==> src/rtl/instr_encoder_if.sv <==
// Instruction-description handshake and imem write port of the LEGv8 program loader.
// The loader connects through the slave modport; the stimulus source connects through master.
interface instr_encoder_if #(
  parameter int AW = 6
);
  logic               in_valid;
  logic               in_ready;
  logic [2:0]         kind;
  logic [4:0]         rd;
  logic [4:0]         rn;
  logic [4:0]         rm;
  logic signed [18:0] imm;
  logic               last;
  logic               wr_en;
  logic [AW-1:0]      wr_addr;
  logic [31:0]        wr_data;

  modport master (
    output in_valid, kind, rd, rn, rm, imm, last,
    input  in_ready, wr_en, wr_addr, wr_data
  );

  modport slave (
    input  in_valid, kind, rd, rn, rm, imm, last,
    output in_ready, wr_en, wr_addr, wr_data
  );
endinterface

==> src/rtl/instr_encoder.sv <==
// LEGv8 program loader: encodes one instruction description per handshake into a
// 32-bit machine word and writes it to consecutive imem word addresses from 0.
module instr_encoder #(
  parameter int DEPTH = 64,
  parameter int AW    = 6
) (
  input  logic                 clk,
  input  logic                 reset,
  input  logic                 clear,
  instr_encoder_if.slave       bus,
  output logic [AW:0]          count,
  output logic                 full,
  output logic                 done,
  output logic                 err
);

  localparam logic [2:0] KIND_LDUR    = 3'd0;
  localparam logic [2:0] KIND_STUR    = 3'd1;
  localparam logic [2:0] KIND_CBZ     = 3'd2;
  localparam logic [2:0] KIND_ADD     = 3'd3;
  localparam logic [2:0] KIND_SUB     = 3'd4;
  localparam logic [2:0] KIND_AND     = 3'd5;
  localparam logic [2:0] KIND_ORR     = 3'd6;
  localparam logic [2:0] KIND_ILLEGAL = 3'd7;

  localparam logic [AW:0] DEPTH_C = (AW+1)'(DEPTH);

  typedef enum logic [1:0] {
    ST_RUN  = 2'd0,
    ST_FULL = 2'd1,
    ST_DONE = 2'd2
  } state_e;

  // D-type offsets are 9-bit signed: the upper bits must be pure sign extension.
  function automatic logic imm_fits_d(input logic signed [18:0] v);
    return (&v[18:8]) | ~(|v[18:8]);
  endfunction

  function automatic logic is_d_type(input logic [2:0] k);
    return (k == KIND_LDUR) || (k == KIND_STUR);
  endfunction

  function automatic logic [31:0] encode(
    input logic [2:0]         k,
    input logic [4:0]         rd_f,
    input logic [4:0]         rn_f,
    input logic [4:0]         rm_f,
    input logic signed [18:0] imm_f
  );
    logic [31:0] word;
    word = 32'h0;
    case (k)
      KIND_LDUR: word = {11'b11111000010, imm_f[8:0], 2'b00, rn_f, rd_f};
      KIND_STUR: word = {11'b11111000000, imm_f[8:0], 2'b00, rn_f, rd_f};
      KIND_CBZ:  word = {8'b10110100, imm_f, rd_f};
      KIND_ADD:  word = {11'b10001011000, rm_f, 6'b000000, rn_f, rd_f};
      KIND_SUB:  word = {11'b11001011000, rm_f, 6'b000000, rn_f, rd_f};
      KIND_AND:  word = {11'b10001010000, rm_f, 6'b000000, rn_f, rd_f};
      KIND_ORR:  word = {11'b10101010000, rm_f, 6'b000000, rn_f, rd_f};
      default:   word = 32'h0;
    endcase
    return word;
  endfunction

  state_e        state_q, state_d;
  logic [AW:0]   count_q, count_d;
  logic          err_q, err_d;
  logic          wr_en_q, wr_en_d;
  logic [AW-1:0] wr_addr_q, wr_addr_d;
  logic [31:0]   wr_data_q, wr_data_d;

  logic          in_ready;
  logic          accept;
  logic          legal;
  logic [AW:0]   count_inc;

  assign in_ready  = (state_q == ST_RUN) && !clear && !reset;
  assign accept    = bus.in_valid && in_ready;
  assign legal     = (bus.kind != KIND_ILLEGAL) && (!is_d_type(bus.kind) || imm_fits_d(bus.imm));
  assign count_inc = count_q + 1'b1;

  // Input stage: accept decision, encoding and next-state selection
  always_comb begin
    state_d   = state_q;
    count_d   = count_q;
    err_d     = err_q;
    wr_en_d   = 1'b0;
    wr_addr_d = wr_addr_q;
    wr_data_d = wr_data_q;

    if (clear) begin
      state_d   = ST_RUN;
      count_d   = '0;
      err_d     = 1'b0;
      wr_addr_d = '0;
    end else if (accept) begin
      if (legal) begin
        wr_en_d   = 1'b1;
        wr_addr_d = count_q[AW-1:0];
        wr_data_d = encode(bus.kind, bus.rd, bus.rn, bus.rm, bus.imm);
        count_d   = count_inc;
      end else begin
        err_d = 1'b1;
      end
      // A final instruction ends the program even when it was rejected.
      if (bus.last) begin
        state_d = ST_DONE;
      end else if (legal && (count_inc == DEPTH_C)) begin
        state_d = ST_FULL;
      end
    end
  end

  always_ff @(posedge clk) begin
    if (reset) begin
      state_q <= ST_RUN;
    end else begin
      state_q <= state_d;
    end
  end

  // Write stage: registered imem write port and status
  always_ff @(posedge clk) begin
    if (reset) begin
      count_q   <= '0;
      err_q     <= 1'b0;
      wr_en_q   <= 1'b0;
      wr_addr_q <= '0;
      wr_data_q <= 32'h0;
    end else begin
      count_q   <= count_d;
      err_q     <= err_d;
      wr_en_q   <= wr_en_d;
      wr_addr_q <= wr_addr_d;
      wr_data_q <= wr_data_d;
    end
  end

  assign bus.in_ready = in_ready;
  assign bus.wr_en    = wr_en_q;
  assign bus.wr_addr  = wr_addr_q;
  assign bus.wr_data  = wr_data_q;
  assign count        = count_q;
  assign full         = (count_q == DEPTH_C);
  assign done         = (state_q == ST_DONE);
  assign err          = err_q;

endmodule

==> src/flat_wrapper.sv <==
// flat-port wrapper written by rule: the top's interface ports become plain ports
module instr_encoder_flat 
#(
  parameter int DEPTH = 64,
  parameter int AW    = 6
)
  (clk, reset, clear, count, full, done, err, bus_in_valid, bus_kind, bus_rd, bus_rn, bus_rm, bus_imm, bus_last, bus_in_ready, bus_wr_en, bus_wr_addr, bus_wr_data);
  instr_encoder_if #(.AW(AW)) bus_i ();
  input  logic clk;
  input  logic reset;
  input  logic clear;
  output logic [AW:0] count;
  output logic full;
  output logic done;
  output logic err;
  input wire logic [$bits(bus_i.in_valid)-1:0] bus_in_valid;
  input wire logic [$bits(bus_i.kind)-1:0] bus_kind;
  input wire logic [$bits(bus_i.rd)-1:0] bus_rd;
  input wire logic [$bits(bus_i.rn)-1:0] bus_rn;
  input wire logic [$bits(bus_i.rm)-1:0] bus_rm;
  input wire logic [$bits(bus_i.imm)-1:0] bus_imm;
  input wire logic [$bits(bus_i.last)-1:0] bus_last;
  output wire logic [$bits(bus_i.in_ready)-1:0] bus_in_ready;
  output wire logic [$bits(bus_i.wr_en)-1:0] bus_wr_en;
  output wire logic [$bits(bus_i.wr_addr)-1:0] bus_wr_addr;
  output wire logic [$bits(bus_i.wr_data)-1:0] bus_wr_data;
  assign bus_i.in_valid = bus_in_valid;
  assign bus_i.kind = bus_kind;
  assign bus_i.rd = bus_rd;
  assign bus_i.rn = bus_rn;
  assign bus_i.rm = bus_rm;
  assign bus_i.imm = bus_imm;
  assign bus_i.last = bus_last;
  assign bus_in_ready = bus_i.in_ready;
  assign bus_wr_en = bus_i.wr_en;
  assign bus_wr_addr = bus_i.wr_addr;
  assign bus_wr_data = bus_i.wr_data;
  instr_encoder #(.DEPTH(DEPTH), .AW(AW)) u_core (.clk(clk), .reset(reset), .clear(clear), .bus(bus_i), .count(count), .full(full), .done(done), .err(err));
endmodule
==> config.mk <==
export PLATFORM = sky130hd
export DESIGN_NAME = instr_encoder_flat
export DESIGN_NICKNAME = d
export VERILOG_FILES = /design/src/rtl/instr_encoder_if.sv /design/src/rtl/instr_encoder.sv /design/src/flat_wrapper.sv
export SDC_FILE = /design/constraint.sdc
export NUM_CORES = 1
export LEC_CHECK = 0
export ABC_CLOCK_PERIOD_IN_PS = 4200
export CAP_MARGIN = 0
export CELL_PAD_IN_SITES_DETAIL_PLACEMENT = 0
export CELL_PAD_IN_SITES_GLOBAL_PLACEMENT = 1
export CORE_MARGIN = 2
export CORE_UTILIZATION = 33
export CTS_CLUSTER_DIAMETER = 60
export DETAILED_ROUTE_END_ITERATION = 16
export GPL_ROUTABILITY_DRIVEN = 0
export PLACE_DENSITY_LB_ADDON = 0.1
export SLEW_MARGIN = 20
export SYNTH_ARGS = -nofsm -noshare
export SYNTH_HDL_FRONTEND = slang
export SYNTH_SLANG_ARGS = --single-unit
==> constraint.sdc <==
create_clock -name clk -period 4.2 [get_ports clk]
set_input_delay 1.26 -clock clk [delete_from_list [all_inputs] [get_ports clk]]
set_output_delay 1.26 -clock clk [all_outputs]
set_load 0.01 [all_outputs]
==> results of run 1 <==
## cell usage in the layout, fill, tap and decap left out, types with 3 or more instances in the layout
| master | n |
|---|---|
| clkdlybuf4s50_1 | 91 |
| dfxtp_1 | 49 |
| a21oi_1 | 37 |
| o21ai_0 | 24 |
| nand3_1 | 22 |
| nor2_1 | 15 |
| nand2_1 | 10 |
| nand4_1 | 9 |
| o31ai_1 | 8 |
| buf_4 | 8 |
| nor4_1 | 7 |
| inv_1 | 6 |
| nor2b_1 | 6 |
| o22ai_1 | 6 |
| a211oi_1 | 6 |
| a31o_2 | 6 |
| clkbuf_8 | 6 |
| a22oi_1 | 5 |
| o211ai_1 | 5 |
| nor3_1 | 4 |
| or4_1 | 3 |
| mux2i_1 | 3 |
## sequential cells by signal, indices dropped and copies added (netlist names)
signal and count:
u_core.bus.wr_data 32, u_core.count 7, u_core.bus.wr_addr 6, u_core.state_q 2, u_core.bus.wr_en 1, u_core.err 1
## layout make-up
type                            instances  area, µm²  area share
Multi-Input combinational cell        203       1230       0.361
Tap cell                               96        120      0.0351
Clock buffer                            6       82.6      0.0241
Sequential cell                        49        981       0.287
Timing Repair Buffer                   99        971       0.284
Clock inverter                          1       7.51     0.00219
Inverter                                7       26.3     0.00768
## worst min-delay path by stage
stage                           start                     end  slack, ns  cells past startpoint
3_5_place_dp    u_core.bus.wr_addr[5]   u_core.bus.wr_addr[5]       0.46                      2
4_1_cts        u_core.bus.wr_data[20]  u_core.bus.wr_data[20]       0.48                      2
5_1_grt        u_core.bus.wr_data[31]  u_core.bus.wr_data[31]       0.49                      1
3_3_place_gp   u_core.bus.wr_data[31]  u_core.bus.wr_data[31]       0.45                      1
2_1_floorplan   u_core.bus.wr_addr[3]   u_core.bus.wr_addr[3]       0.48                      2
6_report       u_core.bus.wr_data[31]  u_core.bus.wr_data[31]       0.47                      1
## power groups by stage
stage,logic [W],clock network (W),registers (W)
2_1_floorplan,0.0000745,0,0.000496
3_3_place_gp,0.000163,0,0.000492
3_5_place_dp,0.000164,0,0.000492
4_1_cts,0.000164,0.000298,0.000481
5_1_grt,0.000179,0.000315,0.000482
6_report,0.000164,0.000287,0.000481
## critical path: cells and delay by family
family                 cells  cell delay, ns
AND/OR/NAND/NOR            2            0.55
buffers and inverters      2            0.98
## kinds of logic after synthesis
group | after synthesis
AO/OA/AOI/OAI | 107
AND/OR/NAND/NOR | 90
flip-flops | 49
buffers and inverters | 35
multiplexers | 3
adder cells (fa/ha/maj) | 2
XOR/XNOR | 1
## layer usage
metal	part of all wire	wire, µm	vias up
met5	0	0	-
met4	0.012	86	0
met3	0.056	399	7
met2	0.45	3260	81
met1	0.48	3440	1142
li1	-	-	1229
## synthesized netlist by cell type, types with 7 or more instances
cell | count | area (µm²)
a21oi_1 | 37 | 185
buf_2 | 8 | 40.0
clkbuf_1 | 14 | 52.6
dfxtp_1 | 49 | 981
nand2_1 | 10 | 37.5
nand3_1 | 22 | 110
nand4_1 | 9 | 56.3
nor2_1 | 15 | 56.3
nor4_1 | 7 | 43.8
o21ai_0 | 24 | 120
o31ai_1 | 9 | 67.6
## through the flow
stage | hold WS, ns | utilization | area, µm² | cells
3_5_place_dp | 0.457 | 0.485 | 3330 | 454
4_1_cts | 0.477 | 0.498 | 3420 | 461
2_1_floorplan | 0.480 | - | 2370 | 287
6_report | 0.474 | 0.498 | 3420 | 461
3_3_place_gp | 0.452 | 0.485 | 3330 | 454
5_1_grt | 0.494 | 0.498 | 3420 | 461
==> flow_summary.toml, run 1 <==
[run_status]
status = "finished clean"

[sta]
period_needed_ns = 4.05
tns_ns = 0
finalHoldViolCount = 0
setup_slack_ns = 0.152
clock.fmax_mhz = 247
fin_skew_ns = 0.00942
max_slew_margin = 0.484
min_period_over_period = 0.964
slew_violations = 0
rsz0062_at_grt = "false"
worst_slew_pin_slew_ns = 0.771
finalSetupViolations = 0

[layout]
drive_gt1_frac = 0.0712
nFillCells = 701
final_nets = 409
diodes = 0
area_growth_pct = 44.3

[clock_network]
clk_path_buf_depth = 2
cts-resized-gates = 0
htree_levels = 2
hold_buffers = 0
cts_buffers = 5
cts.sinks = 49
cts-root-buf = "clkbuf_8"
path_clk_slew_ns = 0.09
clk_latency_ns = 0.30
cts_tree = "built"
cts_setup_buffers = 0

[drt]
wl_per_cell_um = 15.6
drt_iter0_drc = 83
via_per_inst = 5.33
vias = 2459
finalWirelength_um = 7180
drt-pass1-iter-count = 4
drc = 0
antenna_left = 0

[setup_path]
r2r-start = "u_core.state_q[0]"
cpMostUsedCell = "clkdlybuf4s50_1"
critPathMaxFanout = 7
r2r_end = "u_core.bus.wr_addr[5]"
reg2regPathDepth = 5
cp-endpoint = "bus_in_ready"
slowest_delay_ns = 0.57
rrSetupSlack_ns = 2.31
cp.required_ns = 2.94
worstSetupPathType = "in2out"
worst_setup_path_end_kind = "output pin"
crit_chain = "clkdlybuf4s50_1 -> or2_1 -> nor3_4 -> clkdlybuf4s50_1"
critPathArrivalTime_ns = 2.79
slowest_stage = "clkdlybuf4s50_1"
crit_path_start = "clear"
cp-start-kind = "input pin"

[global_route]
top_usage_layer = "met2"
grtUsageTotal = 0.184
met2_usage = 0.294
grtUsageMet1 = 0.251
grt_start_max_net_pins = 34
grt_util_met3 = 0.0373
grt_pass1_vias = 2307
grt_overflow = 0
antenna_found_initial = 0
grt_pass1_wl_um = 11300

[yosys]
async_flop_share = 0
synth_edf_count = 0
syn_inst = 287
avgSynthCellArea_um2 = 8.27
synth_compound_area_frac = 0.281
ys_types = 45
synth_top_family_by_area = "compound AO/OA/AOI/OAI gates"
synthMuxAreaShare = 0.0127
synthFlopType = "dfxtp_1"
synth_fp_nets = 331
syn_area_um2 = 2370
synthAdderAreaFrac = 0.0105
seq_area_frac_synth = 0.414
synth_xor_area_frac = 0.00369
ys_ff_latch = 49
yosys_warnings = 0
yosys.area_share.simple = 0.207

[flow_run]
maxCapViolations = 0

[pwr]
power.density_nw_per_um2 = 272
finalPower_w = 0.000932
pwr-share-seq = 0.516
vdd_drop_max_v = 0.000137
power_frac_comb = 0.176
p_leak_nw = 1.17
power.switching_w = 0.000247
clock_power_share = 0.308
switching_share = 0.265
intPower_w = 0.000685

[die]
coreArea_um2 = 6870
ioPinCount = 92
initial_utilization = 0.345
row_count = 30
dieHeight_um = 88.8
die-area_um2 = 7880
die_width_um = 88.8

[place]
place_ws_ns = 0.151
portBuffers = 91
dpl.hpwl_um = 5240

[hold_path]
min_path_type = "reg2reg"
(Power assumes the default switching activity.)
==> inputs of run 2 (changes only) <==
--- a/config.mk
+++ b/config.mk
@@ -15,6 +15,7 @@
 export DETAILED_ROUTE_END_ITERATION = 16
 export GPL_ROUTABILITY_DRIVEN = 0
 export PLACE_DENSITY_LB_ADDON = 0.1
+export SETUP_SLACK_MARGIN = 0.05
 export SLEW_MARGIN = 20
 export SYNTH_ARGS = -nofsm -noshare
 export SYNTH_HDL_FRONTEND = slang
==> run 2 against run 1 <==
  * Clock-buffer cell count stayed put
  * Via count stayed put
  * Register-to-register slack hardly changed
  * Clock power hardly changed
  * First-iteration DRC count is 2.4% lower
  * Non-clock buffer count stayed put
  * Total power hardly changed
  * Core utilization hardly changed
  * Flip-flop and latch count stayed put
  * Critical path depth stayed put
  * Maximum frequency is 2.1% higher
  * Largest cell class unchanged
  * Largest power group unchanged
==> flow_summary.toml, run 2 (synthesized netlist as in run 1, its figures left out) <==
[die]
initial_utilization = 0.345
coreArea_um2 = 6870
row_count = 30
ioPinCount = 92
die-area_um2 = 7880
die_width_um = 88.8
dieHeight_um = 88.8

[sta]
period_needed_ns = 3.97
finalHoldViolCount = 0
fin_skew_ns = 0.00937
setup_slack_ns = 0.234
finalSetupViolations = 0
slew_violations = 0
tns_ns = 0
max_slew_margin = 0.483
min_period_over_period = 0.944
clock.fmax_mhz = 252
worst_slew_pin_slew_ns = 0.772
rsz0062_at_grt = "false"

[layout]
layout_commonest_cell = "clkdlybuf4s50_1"
drive_gt1_frac = 0.0740
final_cell_mix = "91 x clkdlybuf4s50_1, 49 x dfxtp_1, 37 x a21oi_1"
area_growth_pct = 44.4
nFillCells = 700
final-seq-area_um2 = 981
diodes = 0
final_nets = 409
largest_reg_flops = 32
multi_input_comb_area_um2 = 1240

[setup_path]
critPathMaxFanout = 7
r2r-start = "u_core.state_q[0]"
reg2regPathDepth = 5
rrSetupSlack_ns = 2.31
cp-start-kind = "input pin"
r2r_end = "u_core.bus.wr_addr[5]"
worst_setup_path_end_kind = "output pin"
worstSetupPathType = "in2out"
cp.required_ns = 2.94
critPathArrivalTime_ns = 2.71

[pwr]
finalPower_w = 0.000933
p_leak_nw = 1.17
power.density_nw_per_um2 = 272
vdd_drop_max_v = 0.000137

[global_route]
grt_overflow = 0
grt_pass1_vias = 2307
grtUsageTotal = 0.184
grt_pass1_wl_um = 11300
antenna_found_initial = 0
grt_start_max_net_pins = 34

[clock_network]
cts.sinks = 49
clk_path_buf_depth = 2
cts_setup_buffers = 0
cts-root-buf = "clkbuf_8"
cts_buffers = 5
cts_tree = "built"
htree_levels = 2
path_clk_slew_ns = 0.09
clk_latency_ns = 0.30

[hold_path]
min_from = "u_core.bus.wr_data[31]"
hold-path-cell-count = 1
min_path_type = "reg2reg"
min_to = "u_core.bus.wr_data[31]"

[place]
dpl.hpwl_um = 5240
portBuffers = 91
place_ws_ns = 0.151

[drt]
via_per_inst = 5.33
finalWirelength_um = 7190
drc = 0
drt_iter0_drc = 81
drt-pass1-iter-count = 4
vias = 2459
antenna_left = 0
wl_per_cell_um = 15.6

[flow_run]
maxCapViolations = 0

[run_status]
status = "finished clean"
-- run 2: layout make-up --
cell class	count	area share
Tap cell	96	0.0351
Clock inverter	1	0.00219
Sequential cell	49	0.286
Inverter	7	0.00767
Timing Repair Buffer	99	0.284
Multi-Input combinational cell	203	0.361
Clock buffer	6	0.0241
-- run 2: what timing repair did --
| item | in CTS | in global routing |
|---|---|---|
| resized for setup | 0 | 1 |
| hold buffers | 0 | 0 |
| endpoints found under the setup margin | 0 | 1 |
-- run 2: per-stage QoR --
stage | instances | area [µm²] | hold slack, ns | util
floorplan | 287 | 2370 | 0.480 | -
global placement | 454 | 3330 | 0.452 | 0.485
detailed placement | 454 | 3330 | 0.457 | 0.485
CTS | 461 | 3420 | 0.477 | 0.498
global route | 461 | 3420 | 0.494 | 0.499
finish | 461 | 3420 | 0.474 | 0.499
-- run 2: how the worst max path moves through the flow --
| stage | start | to | slack (ns) |
|---|---|---|---|
| 3_5_place_dp | clear | bus_in_ready | 0.15 |
| 4_1_cts | clear | bus_in_ready | 0.15 |
| 2_1_floorplan | reset | bus_in_ready | 1.05 |
| 6_report | clear | bus_in_ready | 0.23 |
| 5_1_grt | clear | bus_in_ready | 0.14 |
| 3_3_place_gp | clear | bus_in_ready | 0.15 |
-- run 2: per-layer routing --
| layer | track usage | share of wire | up-vias |
|---|---|---|---|
| li1 | - | - | 1228 |
| met2 | 0.294 | 0.45 | 85 |
| met4 | 0.0523 | 0.012 | 0 |
| met1 | 0.251 | 0.48 | 1139 |
| met3 | 0.0373 | 0.055 | 7 |
| met5 | 0 | 0 | - |
-- run 2: where the power goes --
group          switching, W  internal, W  total (W)
logic             0.0000839    0.0000807   0.000165
clock network      0.000157     0.000131   0.000287
registers        0.00000635     0.000474   0.000481
total              0.000247     0.000686   0.000933
-- run 2: worst max-delay path, cell delays in order --
cell,delay [ns]
clkdlybuf4s50_1,0.42
or2_4,0.30
nor3_4,0.16
clkdlybuf4s50_1,0.57
==> inputs of run 3 (changes only) <==
--- a/config.mk
+++ b/config.mk
@@ -14,7 +14,8 @@
 export CTS_CLUSTER_DIAMETER = 60
 export DETAILED_ROUTE_END_ITERATION = 16
 export GPL_ROUTABILITY_DRIVEN = 0
-export PLACE_DENSITY_LB_ADDON = 0.1
+export PLACE_DENSITY_LB_ADDON = 0.2
+export REMOVE_ABC_BUFFERS = 1
 export SETUP_SLACK_MARGIN = 0.05
 export SLEW_MARGIN = 20
 export SYNTH_ARGS = -nofsm -noshare
==> run 3 against run 2 <==
  * Sequential power barely moved
  * Final cell count is 0.43% higher
  * Maximum frequency grew 0.77%
  * Clock skew down 0.0033 ns
  * Global-route usage grew 0.43 points
  * Die area unchanged
  * Clock power rose by 1%
==> flow_summary.toml, run 3 (synthesized netlist as in run 1, its figures left out) <==
[run_status]
status = "finished clean"

[layout]
final-seq-area_um2 = 981
final_nets = 410
multi_input_comb_area_um2 = 1230
layout_commonest_cell = "clkdlybuf4s50_1"
drive_gt1_frac = 0.0763
largest_reg_flops = 32
nFillCells = 714
diodes = 0
final_cell_mix = "91 x clkdlybuf4s50_1, 49 x dfxtp_1, 37 x a21oi_1"
area_growth_pct = 44.8

[global_route]
antenna_found_initial = 0
grt_overflow = 0
grt_start_max_net_pins = 27
grtUsageTotal = 0.188
grt_pass1_wl_um = 11600
grt_pass1_vias = 2286

[clock_network]
cts_setup_buffers = 0
cts.sinks = 49
htree_levels = 2
clk_latency_ns = 0.30
path_clk_slew_ns = 0.09
hold_buffers = 0
clk_path_buf_depth = 2
cts-resized-gates = 0
cts_buffers = 5
cts_tree = "built"
cts-root-buf = "clkbuf_8"

[die]
dieHeight_um = 88.8
row_count = 30
die-area_um2 = 7880
ioPinCount = 92
initial_utilization = 0.345
coreArea_um2 = 6870
die_width_um = 88.8

[drt]
finalWirelength_um = 7170
via_per_inst = 5.37
drc = 0
antenna_left = 0
drt_iter0_drc = 109
vias = 2488
wl_per_cell_um = 15.5
drt-pass1-iter-count = 5

[sta]
clock.fmax_mhz = 254
fin_skew_ns = 0.00606
worst_slew_pin_slew_ns = 0.754
min_period_over_period = 0.937
finalSetupViolations = 0
period_needed_ns = 3.94
max_slew_margin = 0.495
slew_violations = 0
tns_ns = 0
finalHoldViolCount = 0
rsz0062_at_grt = "false"
whs_ns = 0.462

[pwr]
switching_share = 0.265
p_leak_nw = 1.18
vdd_drop_max_v = 0.000131
power_frac_comb = 0.177
finalPower_w = 0.000937
power.switching_w = 0.000249
clock_power_share = 0.310
pwr-share-seq = 0.513
intPower_w = 0.000689
power.density_nw_per_um2 = 273

[setup_path]
cp.required_ns = 2.94
critPathArrivalTime_ns = 2.68
cp-start-kind = "input pin"
worst_setup_path_end_kind = "output pin"
critPathMaxFanout = 3
worstSetupPathType = "in2out"

[flow_run]
maxCapViolations = 0

[place]
portBuffers = 91
dpl.hpwl_um = 5200

[hold_path]
min_path_type = "reg2reg"
[run 3: cell types whose count changed in the layout (fill, tap and decap cells not counted)]
cell / before / now
or2_4: 1 / 0
clkinvlp_4: 1 / 0
clkinv_2: 0 / 1
buf_4: 8 / 9
clkinv_4: 0 / 1
or2_1: 0 / 1
[run 3: layout make-up]
class	count	share of cell area
Multi-Input combinational cell	203	0.359
Sequential cell	49	0.286
Timing Repair Buffer	100	0.285
Tap cell	96	0.0350
Clock buffer	6	0.0240
Inverter	7	0.00765
Clock inverter	2	0.00401
[run 3: power groups by stage]
stage	Sequential (W)	Combinational (W)	Clock (W)
6_report	0.000481	0.000166	0.000291
5_1_grt	0.000482	0.000181	0.000320
4_1_cts	0.000481	0.000166	0.000303
3_5_place_dp	0.000491	0.000165	0
3_3_place_gp	0.000491	0.000164	0
2_1_floorplan	0.000496	0.0000559	0
[run 3: path summary, 6_finish.rpt]
kind                         startpoint               endpoint  slack [ns]  depth (start not counted)
setup / recovery                  clear           bus_in_ready        0.26                          4
hold / removal    u_core.bus.wr_addr[5]  u_core.bus.wr_addr[5]        0.46                          2
setup reg to reg      u_core.state_q[0]  u_core.bus.wr_addr[3]        2.39                          5
hold reg to reg   u_core.bus.wr_addr[5]  u_core.bus.wr_addr[5]        0.46                          2
[run 3: critical path, stage by stage]
cell and delay (ns):
clkdlybuf4s50_1 0.42, or2_1 0.28, nor3_4 0.16, clkdlybuf4s50_1 0.56
[run 3: stage by stage]
stage	setup WS, ns	area, µm²	util	instances
floorplan	0.873	2230	-	259
detailed placement	0.265	3340	0.486	455
global placement	0.275	3340	0.486	455
global route	0.220	3440	0.500	463
finish	0.264	3440	0.500	463
CTS	0.262	3440	0.500	463
[run 3: layer usage]
layer | share of wire | track usage | up-vias
met3 | 0.061 | 0.0373 | 7
li1 | - | - | 1227
met4 | 0.013 | 0.0620 | 0
met1 | 0.48 | 0.262 | 1163
met2 | 0.45 | 0.291 | 91
met5 | 0 | 0 | -
